`config.mk`:
```
export PLATFORM = sky130hd
export DESIGN_NAME = smart_light_array_ctrl
export DESIGN_NICKNAME = d
export VERILOG_FILES = /design/src/rtl/smart_home_pkg.sv /design/src/rtl/smart_light_channel.sv /design/src/rtl/smart_light_array_ctrl.sv
export SDC_FILE = /design/constraint.sdc
export NUM_CORES = 1
export LEC_CHECK = 0
export CORE_UTILIZATION = 40
export DETAILED_ROUTE_END_ITERATION = 7
export GPL_ROUTABILITY_DRIVEN = 1
export GPL_TIMING_DRIVEN = 0
export HOLD_SLACK_MARGIN = 0.15
export PLACE_DENSITY_LB_ADDON = 0.08
export SLEW_MARGIN = 0
export SYNTH_ARGS = -nofsm -noshare
export SYNTH_HDL_FRONTEND = slang
export SYNTH_SLANG_ARGS = --single-unit
```
`constraint.sdc`:
```
create_clock -name clk -period 2.4 [get_ports clk]
set_clock_uncertainty 0.15 [all_clocks]
set_input_delay 0.48 -clock clk [delete_from_list [all_inputs] [get_ports clk]]
set_output_delay 0.48 -clock clk [all_outputs]
set_load 0.005 [all_outputs]
```
`src/rtl/smart_home_pkg.sv`:
```
// Shared types and sizing helpers for the smart lighting blocks.
// Channel state encoding and counter width derivations.
package smart_home_pkg;

    typedef enum logic [1:0] {
        ST_OFF       = 2'd0,
        ST_RAMP_UP   = 2'd1,
        ST_ON        = 2'd2,
        ST_RAMP_DOWN = 2'd3
    } ch_state_e;

    // Width needed to count 0..n-1, never less than one bit.
    function automatic int cnt_w(input int n);
        return (n < 2) ? 1 : $clog2(n);
    endfunction

    function automatic int max_level(input int dim_w);
        return (1 << dim_w) - 1;
    endfunction

endpackage

```
`src/rtl/smart_light_channel.sv`:
```
// One dimmable lamp channel: ramp prescaler, level register, idle timer.
// Requests arrive already qualified by the shared lock.
module smart_light_channel
    import smart_home_pkg::*;
#(
    parameter int DIM_W    = 3,
    parameter int RAMP_CYC = 4,
    parameter int IDLE_CYC = 32
) (
    input  logic             clk,
    input  logic             reset,
    input  logic             on_i,
    input  logic             off_i,
    input  logic             all_off_i,
    input  logic             motion_i,
    output logic [DIM_W-1:0] level_o,
    output logic             busy_o,
    output logic             timeout_evt_o
);

    localparam int PW = cnt_w(RAMP_CYC);
    localparam int IW = cnt_w(IDLE_CYC + 1);
    localparam logic [DIM_W-1:0] MAX_LVL = DIM_W'(max_level(DIM_W));
    localparam logic [PW-1:0] PRE_TOP = PW'(RAMP_CYC - 1);
    localparam logic [IW-1:0] IDLE_LD = IW'(IDLE_CYC);
    localparam bit IDLE_EN = (IDLE_CYC != 0);

    ch_state_e        state_q, state_d;
    logic [PW-1:0]    pre_q, pre_d;
    logic [DIM_W-1:0] lvl_q, lvl_d;
    logic [IW-1:0]    idle_q, idle_d;
    logic             tev_q, tev_d;

    logic [DIM_W-1:0] lvl_up, lvl_dn;
    logic             step, kill, start, expire;

    assign step   = (pre_q == PRE_TOP);
    assign lvl_up = (lvl_q == MAX_LVL) ? MAX_LVL : lvl_q + 1'b1;
    assign lvl_dn = (lvl_q == '0) ? '0 : lvl_q - 1'b1;
    assign kill   = off_i | all_off_i;
    assign start  = on_i & ~kill;
    // Motion in the final idle cycle rescues the lamp.
    assign expire = IDLE_EN && (state_q == ST_ON) && !motion_i
                    && (idle_q == IW'(1));

    always_comb begin
        state_d = state_q;
        pre_d   = pre_q;
        lvl_d   = lvl_q;
        idle_d  = idle_q;
        tev_d   = 1'b0;
        unique case (state_q)
            ST_OFF: begin
                if (start) begin
                    state_d = ST_RAMP_UP;
                    pre_d   = '0;
                end
            end
            ST_RAMP_UP: begin
                if (kill) begin
                    state_d = ST_RAMP_DOWN;
                    pre_d   = '0;
                end else if (step) begin
                    pre_d = '0;
                    lvl_d = lvl_up;
                    if (lvl_up == MAX_LVL) begin
                        state_d = ST_ON;
                        idle_d  = IDLE_LD;
                    end
                end else begin
                    pre_d = pre_q + 1'b1;
                end
            end
            ST_ON: begin
                if (kill || expire) begin
                    state_d = ST_RAMP_DOWN;
                    pre_d   = '0;
                    tev_d   = expire;
                end else if (IDLE_EN) begin
                    idle_d = motion_i ? IDLE_LD : idle_q - 1'b1;
                end
            end
            ST_RAMP_DOWN: begin
                if (start) begin
                    state_d = ST_RAMP_UP;
                    pre_d   = '0;
                end else if (step) begin
                    pre_d = '0;
                    lvl_d = lvl_dn;
                    if (lvl_dn == '0) begin
                        state_d = ST_OFF;
                    end
                end else begin
                    pre_d = pre_q + 1'b1;
                end
            end
        endcase
    end

    always_ff @(posedge clk or posedge reset) begin
        if (reset) begin
            state_q <= ST_OFF;
            pre_q   <= '0;
            lvl_q   <= '0;
            idle_q  <= '0;
            tev_q   <= 1'b0;
        end else begin
            state_q <= state_d;
            pre_q   <= pre_d;
            lvl_q   <= lvl_d;
            idle_q  <= idle_d;
            tev_q   <= tev_d;
        end
    end

    assign level_o       = lvl_q;
    assign busy_o        = (state_q == ST_RAMP_UP) || (state_q == ST_RAMP_DOWN);
    assign timeout_evt_o = tev_q;

endmodule

```
`src/rtl/smart_light_array_ctrl.sv`:
```
// Multi-channel lamp controller with a shared keypad lock window.
// all_off bypasses the lock and fans out to every channel.
module smart_light_array_ctrl
    import smart_home_pkg::*;
#(
    parameter int NUM_LAMPS = 4,
    parameter int DIM_W     = 3,
    parameter int RAMP_CYC  = 4,
    parameter int ARM_CYC   = 64,
    parameter int IDLE_CYC  = 32
) (
    input  logic                       clk,
    input  logic                       reset,
    input  logic                       keypad_ok,
    input  logic [NUM_LAMPS-1:0]       on_req,
    input  logic [NUM_LAMPS-1:0]       off_req,
    input  logic [NUM_LAMPS-1:0]       motion,
    input  logic                       all_off,
    output logic                       locked,
    output logic [NUM_LAMPS*DIM_W-1:0] lamp_level,
    output logic [NUM_LAMPS-1:0]       lamp_on,
    output logic [NUM_LAMPS-1:0]       busy,
    output logic [NUM_LAMPS-1:0]       timeout_evt
);

    localparam int AW = cnt_w(ARM_CYC + 1);
    localparam logic [AW-1:0] ARM_LD = AW'(ARM_CYC);

    logic [AW-1:0]        lock_q, lock_d;
    logic [NUM_LAMPS-1:0] on_g, off_g;

    assign locked = (lock_q == '0);
    assign on_g   = locked ? '0 : on_req;
    assign off_g  = locked ? '0 : off_req;

    // Only accepted requests keep the window open.
    always_comb begin
        lock_d = lock_q;
        if (keypad_ok || (|on_g) || (|off_g)) begin
            lock_d = ARM_LD;
        end else if (!locked) begin
            lock_d = lock_q - 1'b1;
        end
    end

    always_ff @(posedge clk or posedge reset) begin
        if (reset) begin
            lock_q <= '0;
        end else begin
            lock_q <= lock_d;
        end
    end

    for (genvar i = 0; i < NUM_LAMPS; i++) begin : g_ch
        smart_light_channel #(
            .DIM_W    (DIM_W),
            .RAMP_CYC (RAMP_CYC),
            .IDLE_CYC (IDLE_CYC)
        ) u_ch (
            .clk           (clk),
            .reset         (reset),
            .on_i          (on_g[i]),
            .off_i         (off_g[i]),
            .all_off_i     (all_off),
            .motion_i      (motion[i]),
            .level_o       (lamp_level[i*DIM_W +: DIM_W]),
            .busy_o        (busy[i]),
            .timeout_evt_o (timeout_evt[i])
        );
        assign lamp_on[i] = |lamp_level[i*DIM_W +: DIM_W];
    end

endmodule

```
# Word-level counts from Yosys, hierarchy flattened
# Cells that the tools add are included.
[totals] reg_bits=63 latchBits=0 ramBits=0 rom_bits=0 in_bits=16 out_inout_bits=25 mem_count=0
[op_classes] n_addsub=17 n_mul=0 div_mod_pow=0 magnitude_cmp=0 eq_ne=77 shift=0 n_mux=124 n_bitwise=12 n_reduce_logical=65
[op_table] op="6-bit 2-to-1 mux" count=20
[op_table] op="2-bit 2-to-1 mux" count=52
[op_table] op="3-bit 2-to-1 mux" count=24
[op_table] op="2-bit one-hot mux with 4 select lines" count=8
[op_table] op="3-bit by 1-bit != test with 1-bit output (second input constant)" count=16
[op_table] op="6-bit one-hot mux with 2 select lines" count=4
[op_table] op="5-bit AND reduction" count=8
[op_table] op="2-bit by 1-bit != test with 1-bit output (second input constant)" count=17
[op_table] op="2-bit != test (second input constant)" count=16
[op_table] op="2-bit equality test (second input constant)" count=12
[op_table] op="3-bit equality test (second input constant)" count=8
[op_table] op="6-bit by 1-bit equality test with 1-bit output (second input constant)" count=4
[op_table] op="3-bit logical NOT" count=8
[op_table] op="3-bit one-hot mux with 2 select lines" count=4
[op_table] op="6-bit AND reduction" count=4
[op_table] op="6-bit by 1-bit subtractor with 6-bit output (second input constant)" count=4
[op_table] op="2-bit nonzero test" count=8
[op_table] op="7-bit 2-to-1 mux" count=2
[op_table] op="3-bit by 1-bit adder with 3-bit output (second input constant)" count=4
[op_table] op="3-bit OR reduction" count=4
[op_table] op="3-bit by 1-bit subtractor with 3-bit output (second input constant)" count=4
[op_table] op="1-bit logical OR" count=10
[op_table] op="2-bit by 1-bit adder with 2-bit output (second input constant)" count=4
[op_table] op="2-bit by 1-bit equality test with 1-bit output (second input constant)" count=4
[op_table] op="12 further kinds" count=46

# Longest topological paths before layout
[logic_depth] word_depth=7 depth_mapped=9

# Hierarchy
# Synthesis repeated with hierarchy kept, for this count alone.
[hier_totals] cells_unflattened=502 hier_area_um2=4634.4
[by_module_without_submodules] mod="smart_light_channel at g_ch[0].u_ch ..." n_inst=2 cells_per_inst=108 area_each_um2=1006.0 seq_area_each_um2=350.3
[by_module_without_submodules] mod="smart_light_channel at g_ch[1].u_ch" n_inst=1 cells_per_inst=115 area_each_um2=1074.8 seq_area_each_um2=350.3
[by_module_without_submodules] mod="smart_light_channel at g_ch[3].u_ch" n_inst=1 cells_per_inst=110 area_each_um2=1021.0 seq_area_each_um2=350.3
[by_module_without_submodules] mod="smart_light_array_ctrl" n_inst=1 cells_per_inst=61 area_each_um2=526.8 seq_area_each_um2=175.2

# Worst setup path after synthesis
# Ideal clock, no wire load.
[synth_timing] path_type="register -> register" startpoint="register lock_q[0]" endpoint="register g_ch[0].u_ch.lvl_q[1]" setup_ns=0.138 arrival_time_ns=2.064 t_required_ns=2.112 setup_slack_ns=0.048 stages_incl_launch_ff=9 period_less_slack_ns=2.352 cell_sequence="dfrtp_1 -> inv_1 -> ha_1 -> or3b_1 -> buf_2 -> o21ai_1 -> o2111ai_1 -> a2111oi_0 -> a21oi_1"
[synth_between] elab_chain_len=7
[synth_lines] item="from (decl)" line="smart_light_array_ctrl.sv:29" rtl="logic [AW-1:0] lock_q, lock_d;"
[synth_lines] item="from (signal assigned)" line="smart_light_array_ctrl.sv:50" rtl="lock_q <= lock_d;"
[synth_lines] item="7-bit logical NOT (*)" line="smart_light_array_ctrl.sv:32" rtl="assign locked = (lock_q == '0);"
[synth_lines] item="4-bit 2-to-1 mux" line="smart_light_array_ctrl.sv:34" rtl="assign off_g = locked ? '0 : off_req;"
[synth_lines] item="1-bit OR" line="smart_light_channel.sv:40" rtl="assign kill = off_i | all_off_i;"
[synth_lines] item="1-bit inverter" line="smart_light_channel.sv:41" rtl="assign start = on_i & ~kill;"
[synth_lines] item="1-bit bitwise AND" line="smart_light_channel.sv:41"
[synth_lines] item="2-bit != test (no source line)"
[synth_lines] item="5-bit AND reduction (no source line) (*)"
[synth_lines] item="to (signal assigned)" line="smart_light_channel.sv:110" rtl="lvl_q <= lvl_d;"
[synth_lines] item="to (decl)" line="smart_light_channel.sv:30" rtl="logic [DIM_W-1:0] lvl_q, lvl_d;"
# Every way passes the cells marked *; elsewhere a longest branch is shown, timed or not.
# A chain may end at the register's enable or synchronous reset.

# Worst setup path in the final report
[layout_timing] startpoint="register lock_q[1]" endpoint="register g_ch[3].u_ch.state_q[0]"
[layout_between] elab_chain_len=7
[layout_lines] item="7-bit logical NOT (*)" line="smart_light_array_ctrl.sv:32"
[layout_lines] item="4-bit 2-to-1 mux" line="smart_light_array_ctrl.sv:34"
[layout_lines] item="1-bit OR" line="smart_light_channel.sv:40"
[layout_lines] item="1-bit inverter" line="smart_light_channel.sv:41"
[layout_lines] item="1-bit bitwise AND" line="smart_light_channel.sv:41"
[layout_lines] item="3-bit by 1-bit != test with 1-bit output (no source line) (tied with other cells)"
[layout_lines] item="6-bit AND reduction (no source line) / 2-bit one-hot mux with 4 select lines (equally long branches)"
[layout_lines] item="to (signal assigned)" line="smart_light_channel.sv:108" rtl="state_q <= state_d;"
[layout_lines] item="to (decl)" line="smart_light_channel.sv:28" rtl="ch_state_e state_q, state_d;"
# Marked as above.

==> metrics.csv <==
stage;metric;value;unit
run_status;status;finished with violations;
run_status;violations;setup timing;
worst_setup_path;crit_fanout;4;
logic_synthesis;async_flop_share;100;%
global_routing;grt_overflow;0;
logic_synthesis;synth-seq-cells;63;
route;wl;11.6;mm
floorplanning;start_util;41.8;%
worst_setup_path;worstSetupStartpointType;flop;
cts;htreeDepth;3;
cells_and_area;final_common_cell;dfrtp_1;
place;dpl.hpwl;7.84;mm
global_routing;grt_max_degree;38;
cts;ctsHoldBuffers;0;
route;drt_iter0_drc;197;
sta;finalSetupViolations;2;
sta;rsz0062_at_grt;true;
worst_setup_path;critical_path.top_delay_family;compound AO/OA/AOI/OAI gates;
floorplanning;die_width;110;microns
logic_synthesis;avgSynthCellArea;8.92;sq um
sta;fin_ws;-0.0433;ns
cts;root_buffer;clkbuf_16;
logic_synthesis;synth_ff_type;dfrtp_1;
cells_and_area;seq_area;1580;sq um
cells_and_area;final_cell_mix;59 x dfrtp_1, 49 x buf_4, 38 x inv_1, 35 x clkdlybuf4s50_1;
cts;cts-buffers-inserted;9;
worst_setup_path;cp_num_buf_inv;3;
cts;clockBufferDepth;2;
pwr;swShare;41.5;%
logic_synthesis;yosysWarnings;0;
sta;final.period_utilization;102;%
sta;maxSlewViolCount;0;
pwr;vdd_drop_max;0.655;mV
worst_setup_path;max_stage_delay;0.37;ns
floorplanning;pin_count;41;
cts;cts.sinks;63;
place;pre_cts_slack;-0.523;ns
route;dr.pass1.iters;6;
pwr;leakage;2.70;nW
route;post-route-drc-count;0;
floorplanning;die_area;12000;sq um
route;viasPerCell;5.58;
pwr;power.density;1140;nW/um^2
worst_setup_path;arrival;2.51;ns
floorplanning;die_y;110;microns
cells_and_area;syn_to_final_growth;35.7;%
worst_setup_path;endpoint_kind;flop;
route;post_drt_wl_per_cell;15.3;microns
worst_setup_path;path_class;flop to flop;
global_routing;grtUsageTotal;20.6;%
global_routing;antenna_found_initial;0;
cells_and_area;fin_cells;755;
job;max_cap_violations;0;
sta;hold_viol_final;0;
cts;clk_pin_slew;0.05;ns
pwr;clkPwrFrac;16.3;%
place;io_buffers;39;
pwr;power_frac_seq;24.2;%
cells_and_area;n_fill_cell;966;
cells_and_area;multi_input_area;3200;sq um
worst_setup_path;crit_slowest_cell;dfrtp_1;
place;finalWeightedCongestion;0.820;
cells_and_area;layout.nets;675;
sta;fmax;409;MHz
place;dpl.cell_count;699;
worst_setup_path;path_common_cell;buf_6;
logic_synthesis;yosysSeqAreaShare;34.1;%
sta;max_slew.worst_pin.slew;0.834;ns
worst_setup_path;required;2.47;ns
sta;maxSlewHeadroom;44.3;%
hold_path;min_path_type;flop to flop;
floorplanning;coreArea;11100;sq um
pwr;share_comb_of_total_power;59.5;%
route;ant_nets;0;
cells_and_area;n_antenna_cell;0;
pwr;power.switching;0.00297;W
route;vias;4215;
global_routing;grt_pass1_wl;19.1;mm
cts;cts_tree;yes;
cts;insertion_delay;0.34;ns
logic_synthesis;netlist_instances;519;
logic_synthesis;syn_area;4630;sq um
logic_synthesis;synth_edf_count;0;
global_routing;first_global_vias;4092;
worst_setup_path;path_cells;inv_2, ha_4, nor3b_4, buf_6, buf_6, a2111oi_4, a32oi_1, a221oi_2, mux2_1;
logic_synthesis;ys_types;70;
cells_and_area;layout-drive-gt1-share;25.0;%
sta;period_needed;2.44;ns
floorplanning;rows;38;
pwr;internal_power;0.00418;W
logic_synthesis;syn-num-nets;581;
-- per-stage QoR --
stage | util, % | instance area [sq um] | setup TNS, ns | total power [W] | hold slack, ns
floorplan | - | 4630 | 0 | 0.00407 | 0.288
detailed placement | 47.1 | 5210 | -7.57 | 0.00506 | 0.315
finish | 56.7 | 6280 | -0.0857 | 0.00715 | 0.327
CTS | 54.0 | 5990 | -0.257 | 0.00678 | 0.329
global route | 56.7 | 6280 | -0.393 | 0.00776 | 0.344
global placement | 46.9 | 5190 | -73.04 | 0.00495 | 0.310
-- worst paths after layout --
check | cells after the start | start | slack (ns) | to
max | 9 | lock_q[1]$_DFFE_PP0P_ | -0.04 | g_ch[3].u_ch.state_q[0]$_DFFE_PP0P_
min | 1 | g_ch[1].u_ch.idle_q[5]$_DFFE_PP0P_ | 0.33 | g_ch[1].u_ch.idle_q[5]$_DFFE_PP0P_
max reg2reg | 9 | lock_q[1]$_DFFE_PP0P_ | -0.04 | g_ch[3].u_ch.state_q[0]$_DFFE_PP0P_
min reg2reg | 1 | g_ch[1].u_ch.idle_q[5]$_DFFE_PP0P_ | 0.33 | g_ch[1].u_ch.idle_q[5]$_DFFE_PP0P_
max in group asynchronous | 3 | reset | 0.97 | lock_q[5]$_DFFE_PP0P_
min in group asynchronous | 2 | reset | 0.48 | g_ch[1].u_ch.timeout_evt_o$_DFF_PP0_
-- flip-flops by register name, summed over array words and instances (netlist names) --
name,cells
g_ch.u_ch.timeout_evt_o,4
g_ch.u_ch.idle_q,24
lock_q,7
g_ch.u_ch.state_q,8
g_ch.u_ch.level_o,12
g_ch.u_ch.pre_q,8
-- cell usage after synthesis (all sizes together), types with 8 or more instances --
cell type | instances | share of area [%]
dfrtp | 63 | 34
inv | 53 | 4.3
ha | 46 | 12
o21ai | 39 | 4.2
nand2 | 31 | 2.5
nor2 | 30 | 2.4
a21oi | 19 | 2.1
nand3 | 17 | 1.8
nand2b | 15 | 2.0
o31ai | 15 | 2.4
nor3 | 14 | 1.5
or3 | 13 | 1.8
buf | 11 | 1.6
nor2b | 11 | 1.5
a21o | 8 | 1.3
o211ai | 8 | 1.3
or2 | 8 | 1.1
-- per-layer routing --
layer	track usage, %	wire length [microns]
met1	25.1	5320
met2	35.2	5690
met3	5.69	390
met4	6.10	165
met5	0	0
-- power groups by stage --
stage	Combinational [W]	Clock, W	Sequential [W]
after floorplan	0.00243	0	0.00164
after global placement	0.00327	0	0.00168
after detailed placement	0.00336	0	0.00170
after CTS	0.00387	0.00120	0.00170
after global routing	0.00473	0.00125	0.00178
final	0.00425	0.00117	0.00173
-- cell type report --
class                      instances  share of cell area [%]
buffer                            16                    1.75
clock buffer                      11                    3.87
clock inverter                     2                   0.159
inverter                          53                    3.17
multi-input combinational        385                    50.9
sequential                        63                    25.2
tap                              140                    2.79
timing repair buffer              85                    12.2
-- worst reg2reg max path, stage by stage (launching register included) --
cell and delay [ns]:
dfrtp_1 0.37, inv_2 0.07, ha_4 0.17, nor3b_4 0.15
buf_6 0.14, buf_6 0.11, a2111oi_4 0.37, a32oi_1 0.12
a221oi_2 0.32, mux2_1 0.35
-- cell families (layout without fill, tap and decap cells) --
| family | Yosys count | count (layout) | share of synthesized area [%] |
|---|---|---|---|
| buffers and inverters | 71 | 167 | 6.49 |
| DFF | 63 | 63 | 34.1 |
| muxes | 12 | 12 | 2.78 |
| AOI/OAI and AO/OA | 148 | 148 | 23.1 |
| and+or+nand+nor | 175 | 175 | 20.4 |
| xor gates and xnor gates | 4 | 4 | 0.757 |
| adders and majority gates | 46 | 46 | 12.4 |
-- what timing repair did --
action,in CTS,in global routing
buffers inserted,32,14
pin swaps,12,16
endpoints found under the setup margin,46,40
resized for setup,72,41
Note: power is estimated with default switching activity, not from simulation.
